`src/rtl/uart_rx_oversample.sv`:
```
// Oversampling UART receiver: 2-FF synchronizer, mid-bit sampling, and an output register with valid/ack.
// Optional parity checking is enabled by defining UART_RX_PARITY_EN.
module uart_rx_oversample #(
  parameter int DBIT    = 8,
  parameter int SB_TICK = 16,
  parameter int OS      = 16,
  parameter int PAR_ODD = 0
) (
  input  logic            clk,
  input  logic            reset,
  input  logic            s_tick,
  input  logic            rx,
  input  logic            rx_ack,
  output logic [DBIT-1:0] rx_dout,
  output logic            rx_valid,
  output logic            rx_done_tick,
  output logic            rx_frame_err,
  output logic            rx_overrun
`ifdef UART_RX_PARITY_EN
  ,output logic           rx_par_err
`endif
);

  localparam int SW = $clog2(OS > SB_TICK ? OS : SB_TICK);
  localparam int NW = $clog2(DBIT + 1);
  localparam logic [SW-1:0] S_HALF = SW'(OS / 2 - 1);
  localparam logic [SW-1:0] S_LAST = SW'(OS - 1);
  localparam logic [SW-1:0] S_STOP = SW'(SB_TICK - 1);
  localparam logic [NW-1:0] N_LAST = NW'(DBIT - 1);

  if (OS < 8 || (OS & (OS - 1)) != 0 || PAR_ODD < 0 || PAR_ODD > 1) begin : g_param_chk
    $error("uart_rx_oversample: OS must be a power of 2 >= 8 and PAR_ODD 0 or 1");
  end

  typedef enum logic [2:0] {
    IDLE,
    START,
    DATA,
`ifdef UART_RX_PARITY_EN
    PARITY,
`endif
    STOP
  } state_t;

  state_t          state;
  logic [1:0]      rx_sync;
  logic            rx_s;
  logic [SW-1:0]   s_cnt;
  logic [NW-1:0]   n_cnt;
  logic [DBIT-1:0] b;
  logic            brk;
  logic            take;

  assign rx_s = rx_sync[1];
  // a completed frame is accepted when the holding register is free or being drained this cycle
  assign take = !rx_valid || rx_ack;

`ifdef UART_RX_PARITY_EN
  localparam logic PAR_SENSE = (PAR_ODD != 0);
  logic p;
  logic par_calc;
  assign par_calc = (^{b, p}) ^ PAR_SENSE;
`endif

  always_ff @(posedge clk or posedge reset) begin
    if (reset) rx_sync <= 2'b11;
    else       rx_sync <= {rx_sync[0], rx};
  end

  always_ff @(posedge clk or posedge reset) begin
    if (reset) begin
      state        <= IDLE;
      s_cnt        <= '0;
      n_cnt        <= '0;
      b            <= '0;
      brk          <= 1'b0;
      rx_dout      <= '0;
      rx_valid     <= 1'b0;
      rx_done_tick <= 1'b0;
      rx_frame_err <= 1'b0;
      rx_overrun   <= 1'b0;
`ifdef UART_RX_PARITY_EN
      p            <= 1'b0;
      rx_par_err   <= 1'b0;
`endif
    end else begin
      rx_done_tick <= 1'b0;
      if (rx_ack && rx_valid) begin
        rx_valid   <= 1'b0;
        rx_overrun <= 1'b0;
      end
      case (state)
        IDLE: begin
          // after a break, wait for the line to go high before arming again
          if (brk) begin
            if (rx_s) brk <= 1'b0;
          end else if (!rx_s) begin
            s_cnt <= '0;
            state <= START;
          end
        end
        START: if (s_tick) begin
          if (s_cnt == S_HALF) begin
            if (!rx_s) begin
              s_cnt <= '0;
              n_cnt <= '0;
              state <= DATA;
            end else begin
              state <= IDLE;
            end
          end else begin
            s_cnt <= s_cnt + 1'b1;
          end
        end
        DATA: if (s_tick) begin
          if (s_cnt == S_LAST) begin
            s_cnt <= '0;
            b     <= {rx_s, b[DBIT-1:1]};
            if (n_cnt == N_LAST) begin
`ifdef UART_RX_PARITY_EN
              state <= PARITY;
`else
              state <= STOP;
`endif
            end else begin
              n_cnt <= n_cnt + 1'b1;
            end
          end else begin
            s_cnt <= s_cnt + 1'b1;
          end
        end
`ifdef UART_RX_PARITY_EN
        PARITY: if (s_tick) begin
          if (s_cnt == S_LAST) begin
            s_cnt <= '0;
            p     <= rx_s;
            state <= STOP;
          end else begin
            s_cnt <= s_cnt + 1'b1;
          end
        end
`endif
        STOP: if (s_tick) begin
          if (s_cnt == S_STOP) begin
            state        <= IDLE;
            rx_done_tick <= 1'b1;
            if (!rx_s) brk <= 1'b1;
            if (take) begin
              rx_dout      <= b;
              rx_frame_err <= !rx_s;
              rx_valid     <= 1'b1;
              rx_overrun   <= 1'b0;
`ifdef UART_RX_PARITY_EN
              rx_par_err   <= par_calc;
`endif
            end else begin
              rx_overrun <= 1'b1;
            end
          end else begin
            s_cnt <= s_cnt + 1'b1;
          end
        end
        default: state <= IDLE;
      endcase
    end
  end

endmodule

```
`config.mk`:
```
export PLATFORM = sky130hd
export DESIGN_NAME = uart_rx_oversample
export DESIGN_NICKNAME = d
export VERILOG_FILES = /design/src/rtl/uart_rx_oversample.sv
export SDC_FILE = /design/constraint.sdc
export NUM_CORES = 1
export LEC_CHECK = 0
export ABC_AREA = 1
export BUFFER_PORTS_ARGS = -buffer_cell sky130_fd_sc_hd__buf_2
export CAP_MARGIN = 20
export CORE_MARGIN = 2
export CORE_UTILIZATION = 50
export CTS_CLUSTER_SIZE = 30
export DETAILED_ROUTE_END_ITERATION = 8
export PLACE_DENSITY_LB_ADDON = 0.25
export SKIP_LAST_GASP = 1
export SYNTH_ARGS = -nofsm -noshare
export SYNTH_HDL_FRONTEND = slang
export SYNTH_SLANG_ARGS = --single-unit
export TNS_END_PERCENT = 30
```
`constraint.sdc`:
```
create_clock -name clk -period 1.5 [get_ports clk]
set_input_delay 0.3 -clock clk [delete_from_list [all_inputs] [get_ports clk]]
set_output_delay 0.3 -clock clk [all_outputs]
set_load 0.01 [all_outputs]
```
==> results of run 1 <==
## metrics by stage
stage               worst slack, ns  hold WS [ns]  util [%]  setup TNS [ns]
floorplan                  0.008180        0.3045         -               0
CTS                        -0.03749       0.03107     62.25         -0.2469
global placement           -0.05070        0.3511     58.44         -0.3073
detailed placement          -0.1501        0.3475     58.44          -1.369
global route                -0.1236       0.03136     65.33         -0.9345
finish                    -0.002197       0.02400     65.33       -0.002197
## flip-flops by register name, summed over array words and instances (netlist names)
register / count
s_cnt: 4
rx_frame_err: 1
rx_dout: 8
n_cnt: 4
state: 2
rx_done_tick: 1
rx_sync: 2
brk: 1
rx_valid: 1
rx_overrun: 1
b: 8
## area by class of cell
type	count	area, um^2
fillers	274	1139
flip-flops and latches	33	829.5
multi-input cells	142	827.0
repair buffers	37	250.2
inverters	25	96.34
well taps	46	57.56
clock buffers	7	55.05
clock inverters	1	30.03
## critical path, cell delays in order, from the launching register on
cell	delay (ns)
dfrtp_1	0.42
buf_4	0.16
ha_4	0.17
o21ai_2	0.17
nand2_2	0.15
nor2_4	0.15
nand2_1	0.08
nand2_1	0.06
nand2_1	0.05
## synthesized netlist by cell type
library cell,number,area [um^2]
dfrtp_1,31,775.7
nand2_1,64,240.2
nor3_1,1,5.000
o21ai_2,8,70.07
a21oi_1,3,15.01
buf_6,1,11.26
nand2_2,1,6.260
nand2_4,1,11.26
nand3_1,12,60.06
inv_2,1,3.750
nor2_1,16,60.06
buf_2,3,15.01
xor2_1,1,8.760
dfstp_2,2,52.55
nand4_1,5,31.28
nor2_4,2,22.52
o21ai_0,19,95.09
nand3_4,1,17.52
inv_1,24,90.09
ha_1,8,100.1
## per-layer routing
metal / up-vias / routed length (um) / global-route usage [%]
met5: - / 0 / 0
met4: 0 / 64 / 8.056
met3: 7 / 149 / 4.348
met2: 32 / 1655 / 31.39
met1: 667 / 1445 / 23.72
li1: 730 / - / -
## timing repair
item	4_1_cts	5_1_grt
hold endpoints to repair	0	0
gates resized for setup	6	18
setup buffers	3	4
setup endpoints to repair	23	27
pin swaps	3	4
## power groups by stage
stage	clock network, mW	registers [mW]	logic [mW]
finish	0.694	1.03	1.19
CTS	0.717	1.02	0.952
global route	0.762	1.04	1.32
floorplan	0	1.03	0.562
global placement	0	1.04	0.843
detailed placement	0	1.04	0.864
## cells by family after synthesis
family,after synthesis
xor gates and xnor gates,1
buffers and inverters,29
DFF,33
and+or+nand+nor,103
adders and majority gates,8
AOI/OAI and AO/OA,30
## path summary, 6_finish.rpt
path | endpoint | slack [ns] | cells past startpoint
worst max-delay path | state[1]$_DFFE_PP0P_ | -0.002 | 8
worst min-delay path | rx_overrun$_DFF_PP0_ | 0.02 | 3
max in group asynchronous | rx_sync[0]$_DFF_PP1_ | 1.15 | 3
min in group clk | rx_sync[0]$_DFF_PP1_ | 0.05 | 1
worst max register to register | state[1]$_DFFE_PP0P_ | -0.002 | 8
worst min register to register | rx_sync[1]$_DFF_PP1_ | 0.36 | 0
==> results by group, run 1 <==
Logic synthesis
  – Post-Synth Simple-Gate Area: 26.85%
  – Adder-cell area share of the yosys netlist: 5.917%
  – XOR/XNOR Fraction of Synth Area: 0.5178%
  – Largest family of logic cells by synthesized area: simple AND/OR/NAND/NOR gates
  – Register area share after synthesis: 48.96%
  – Ys Warns: 0
  – Yosys reg bits: 33
  – Synth Area per Inst: 8.292 um^2
  – Post-synthesis cell count: 204
  – Post-synthesis compound-gate area fraction: 10.65%
  – Multiplexer share of the synthesized area: 0%
  – Mapped Nets: 217
  – Cell Area, Synth: 0.001692 mm^2
  – Synth cell types: 20

Power
  – Clock share of power: 23.8%
  – Logic pwr share: 40.9%
  – Leakage: 1.119 nW
  – Psw: 1.020 mW
  – Sequential fraction of design power: 35.3%
  – Switch share: 35.06%
  – Power per cell area: 1356 mW/mm^2
  – Worst vdd ir: 0.8828 mV
  – Internal: 1.889 mW
  – Pwr Total: 2.910 mW

Finish
  – Final Cell Area: 0.002146 mm^2
  – Nets@finish: 257
  – Diode count: 0
  – Commonest non-fill, non-tap cell in the layout: nand2_1
  – Syn-to-layout area delta: 26.85%
  – Layout cells sized above 1: 31.43%
  – Most frequent cells in the layout: nand2_1 (60), dfrtp_1 (30), inv_1 (24)
  – Post-route non-filler standard cell count: 291

Timing
  – Final period util: 100.1%
  – RSZ-0062 raised after global routing: yes
  – Final min period: 1.502 ns
  – Clk_skew: 0.005879 ns
  – Pins over their slew limit: 0
  – Final hold vios: 0
  – Worst slew margin: 72.99%
  – Setup-failing EPs final: 1
  – Worst setup margin: -0.002197 ns
  – Maximum clock rate: 665.7 MHz
  – Worst-margin pin slew: 0.4051 ns

CTS
  – H-Tree Depth: 2
  – Clock transition at the registers of the reported paths: 0.09 ns
  – Cts-stage hold buffer count: 0
  – CTS Root Cell: clkbuf_4
  – Cts bufs inserted: 5
  – TritonCTS clock tree: built
  – Clk_lat worst skew: 0.33 ns
  – Clk sinks: 33
  – Clk buf depth: 2

Floorplanning
  – Die area: 0.003864 mm^2
  – Effective utilization at floorplan: 51.50%
  – DIE WIDTH: 62.17 um
  – Top-Level Pins: 17
  – CORE AREA: 0.003284 mm^2
  – Die Ht: 62.17 um
  – Rows: 21

Worst setup path
  – Critical path arrival: 1.73 ns
  – Reg2reg start: state[1]$_DFFE_PP0P_
  – Crit path max fanout: 6
  – Critical path origin: state[1]$_DFFE_PP0P_
  – Crit end category: flip-flop
  – Startpoint types: flip-flop
  – Required time of the critical path: 1.73 ns
  – Crit Path Category: reg -> reg

Run status
  – Failing checks: setup timing
  – Status: finished, violations left

Drt
  – Pre-antenna DRT Iters: 4
  – DR vias: 1436
  – Vias per cell: 4.935
  – WL/cell: 11.39 um
  – Antenna Nets Post-Route: 0
  – # DRC: 0
  – Post-Route WL: 3314 um
  – Initial DRC Count: 74

Placed design
  – Placed Area: 0.001919 mm^2
  – IO Port Bufs: 16
  – Dpl hpwl: 2271 um
  – GP Congestion: 0.8574
  – Placed cells: 276

GRT
  – Initial antenna violation count: 0
  – Largest net degree at the start of global routing: 34
  – Vias in the first global route: 1380
  – Wire length of the first global-routing pass: 5837 um
  – Grt ovf: 0
  – GRT Overall Usage: 18.87%

Run
  – Max cap viols: 0

Worst hold path
  – Worst Hold Class: in -> async
No activity file was read; power rests on OpenSTA's default activity.
==> run 2, diff against run 1 <==
--- a/config.mk
+++ b/config.mk
@@ -8,11 +8,11 @@
 export ABC_AREA = 1
 export BUFFER_PORTS_ARGS = -buffer_cell sky130_fd_sc_hd__buf_2
 export CAP_MARGIN = 20
-export CORE_MARGIN = 2
+export CORE_MARGIN = 1
 export CORE_UTILIZATION = 50
 export CTS_CLUSTER_SIZE = 30
 export DETAILED_ROUTE_END_ITERATION = 8
-export PLACE_DENSITY_LB_ADDON = 0.25
+export PLACE_DENSITY_LB_ADDON = 0.15
 export SKIP_LAST_GASP = 1
 export SYNTH_ARGS = -nofsm -noshare
 export SYNTH_HDL_FRONTEND = slang
==> run 2 against run 1 <==
The flow now finishes without violations. Global-route usage increased by 1.8 points. Core utilization increased by 3.6 points. Sequential share of layout area decreased by 0.12 points. Non-clock buffer count decreased by 2. Wire length increased by 4.9%. Sequential power about the same. Sequential cell count unchanged. Die area decreased by 6.3%. Design area increased by 0.47%. First-iteration DRC count increased by 42%. Total power decreased by 0.93%. Setup slack improved by 0.022 ns.
==> results by group, run 2 (synthesis gave the netlist of run 1 again) <==
Finish
  – Nets@finish: 255
  – Most frequent cells in the layout: nand2_1 (58), dfrtp_1 (29), inv_1 (22)
  – Diode count: 0
  – # fillers: 250
  – Syn-to-layout area delta: 27.44%
  – Commonest non-fill, non-tap cell in the layout: nand2_1
  – Largest regs: b (8), rx_dout (8)
  – Final Cell Area: 0.002156 mm^2
  – Layout cells sized above 1: 34.16%
  – Post-Route Utilization: 68.92%

Worst setup path
  – Startpoint types: flip-flop
  – Setup slack, reg-to-reg: 0.02 ns
  – Crit Path Category: reg -> reg
  – Crit end category: flip-flop
  – Reg2reg start: state[0]$_DFFE_PP0P_
  – Crit Reg-Reg Endpoint: s_cnt[3]$_DFFE_PP0P_
  – CP most frequent cell: nand2_1
  – Critical path arrival: 1.72 ns
  – CP peak stage delay: 0.47 ns
  – Max stage delay cell, worst path: dfrtp_2
  – Required time of the critical path: 1.74 ns
  – R2r worst-path depth: 8
  – Crit path max fanout: 5
  – Worst path cell trace: ha_2 -> buf_4 -> nand4_1 -> nand2_1 -> nor2_4 -> nand2_2 -> nand2_1 -> nand2_1

Floorplanning
  – Die area: 0.003620 mm^2
  – CORE AREA: 0.003128 mm^2
  – Top-Level Pins: 17
  – DIE WIDTH: 60.17 um
  – Effective utilization at floorplan: 54.08%
  – Rows: 20
  – Die Ht: 60.17 um

Power
  – Leakage: 1.111 nW
  – Internal: 1.796 mW
  – Sequential fraction of design power: 36.3%
  – Switch share: 37.70%
  – Logic pwr share: 40.8%
  – Psw: 1.087 mW
  – Worst vdd ir: 0.8392 mV
  – Pwr Total: 2.883 mW
  – Clock share of power: 22.9%
  – Power per cell area: 1337 mW/mm^2

Timing
  – Maximum clock rate: 675.5 MHz
  – Worst-margin pin slew: 0.4018 ns
  – Setup-failing EPs final: 0
  – Final period util: 98.69%
  – Pins over their slew limit: 0
  – Worst slew margin: 73.21%
  – Setup TNS: 0 ns
  – Final min period: 1.480 ns
  – RSZ-0062 raised after global routing: yes
  – Worst setup margin: 0.01971 ns
  – Clk_skew: 0.009294 ns
  – Final hold vios: 0

Drt
  – Post-Route WL: 3475 um
  – # DRC: 0
  – WL/cell: 12.11 um
  – Initial DRC Count: 105
  – Pre-antenna DRT Iters: 4
  – Antenna Nets Post-Route: 0
  – Vias per cell: 5.031
  – DR vias: 1444

CTS
  – Clk_lat worst skew: 0.34 ns
  – Clk buf depth: 2
  – Clock transition at the registers of the reported paths: 0.11 ns
  – Cts bufs inserted: 5
  – H-Tree Depth: 2
  – Clk sinks: 33
  – Cts-stage hold buffer count: 0
  – CTS Root Cell: clkbuf_4
  – TritonCTS clock tree: built

Run status
  – Status: complete, no violations

GRT
  – GRT Overall Usage: 20.65%
  – Wire length of the first global-routing pass: 5451 um
  – Largest net degree at the start of global routing: 34
  – Initial antenna violation count: 0
  – Grt ovf: 0
  – Vias in the first global route: 1298

Run
  – Max cap viols: 0

Placed design
  – Placed Area: 0.001924 mm^2
  – Dpl hpwl: 2344 um
  – GP Congestion: 0.8486
  – IO Port Bufs: 16
  – Post-place setup slack: -0.1204 ns

Worst hold path
  – Worst Hold Class: in -> async
-- run 2: changes by cell type in the layout (fill, tap and decap cells not counted), sizes merged --
| cell | change |
|---|---|
| clkbuf | -1 |
| buf | -2 |
| clkinv | +1 |
-- run 2: how the worst max path moves through the flow --
stage                         startpoint              endpoint  slack [ns]  cells after the start
floorplan           state[0]$_DFFE_PP0P_  s_cnt[2]$_DFFE_PP0P_       0.008                      9
global placement    state[1]$_DFFE_PP0P_  n_cnt[1]$_DFFE_PP0P_       -0.02                      8
detailed placement  state[1]$_DFFE_PP0P_  n_cnt[3]$_DFFE_PP0P_       -0.12                      8
CTS                 state[0]$_DFFE_PP0P_  s_cnt[1]$_DFFE_PP0P_       -0.02                      9
global route        state[0]$_DFFE_PP0P_  s_cnt[2]$_DFFE_PP0P_       -0.07                      8
finish              state[0]$_DFFE_PP0P_  s_cnt[3]$_DFFE_PP0P_        0.02                      8
-- run 2: metrics by stage --
stage	hold slack [ns]	cells
after global routing	0.02963	287
after detailed placement	0.3521	275
after CTS	0.02943	285
final	0.02296	287
after floorplan	0.3045	204
after global placement	0.3475	275
-- run 2: layout make-up --
| class | count | area [um^2] | area share [%] |
|---|---|---|---|
| Sequential cell | 33 | 830.8 | 38.54 |
| Inverter | 25 | 96.34 | 4.469 |
| Timing Repair Buffer | 35 | 222.7 | 10.33 |
| Clock buffer | 6 | 41.29 | 1.915 |
| Multi-Input combinational cell | 142 | 874.6 | 40.57 |
| Clock inverter | 2 | 35.03 | 1.625 |
| Tap cell | 44 | 55.05 | 2.554 |
-- run 2: critical path: cells and delay by family, from the launching register on --
kind          cells  cell delay (ns)
fa+ha+maj         1             0.22
simple gates      6             0.56
buf+inv           1             0.15
flops             1             0.47
-- run 2: layer usage --
| metal | GRT usage (%) | share of wire, % | up-vias |
|---|---|---|---|
| li1 | - | - | 722 |
| met1 | 25.90 | 46 | 684 |
| met2 | 31.71 | 49 | 33 |
| met3 | 6.277 | 3.7 | 5 |
| met4 | 10.96 | 1.8 | 0 |
| met5 | 0 | 0 | - |
-- run 2: repair_timing --
item | CTS | global route
cloned | 0 | 0
setup buffers | 2 | 2
pin swaps | 2 | 7
setup endpoints to repair | 23 | 20
resized for setup | 10 | 27
-- run 2: power by group through the flow --
stage               registers, mW  logic [mW]  clock network [mW]
finish                       1.05        1.18               0.661
global route                 1.05        1.30               0.710
CTS                          1.02       0.985               0.683
detailed placement           1.04       0.868                   0
global placement             1.03       0.834                   0
floorplan                    1.03       0.562                   0
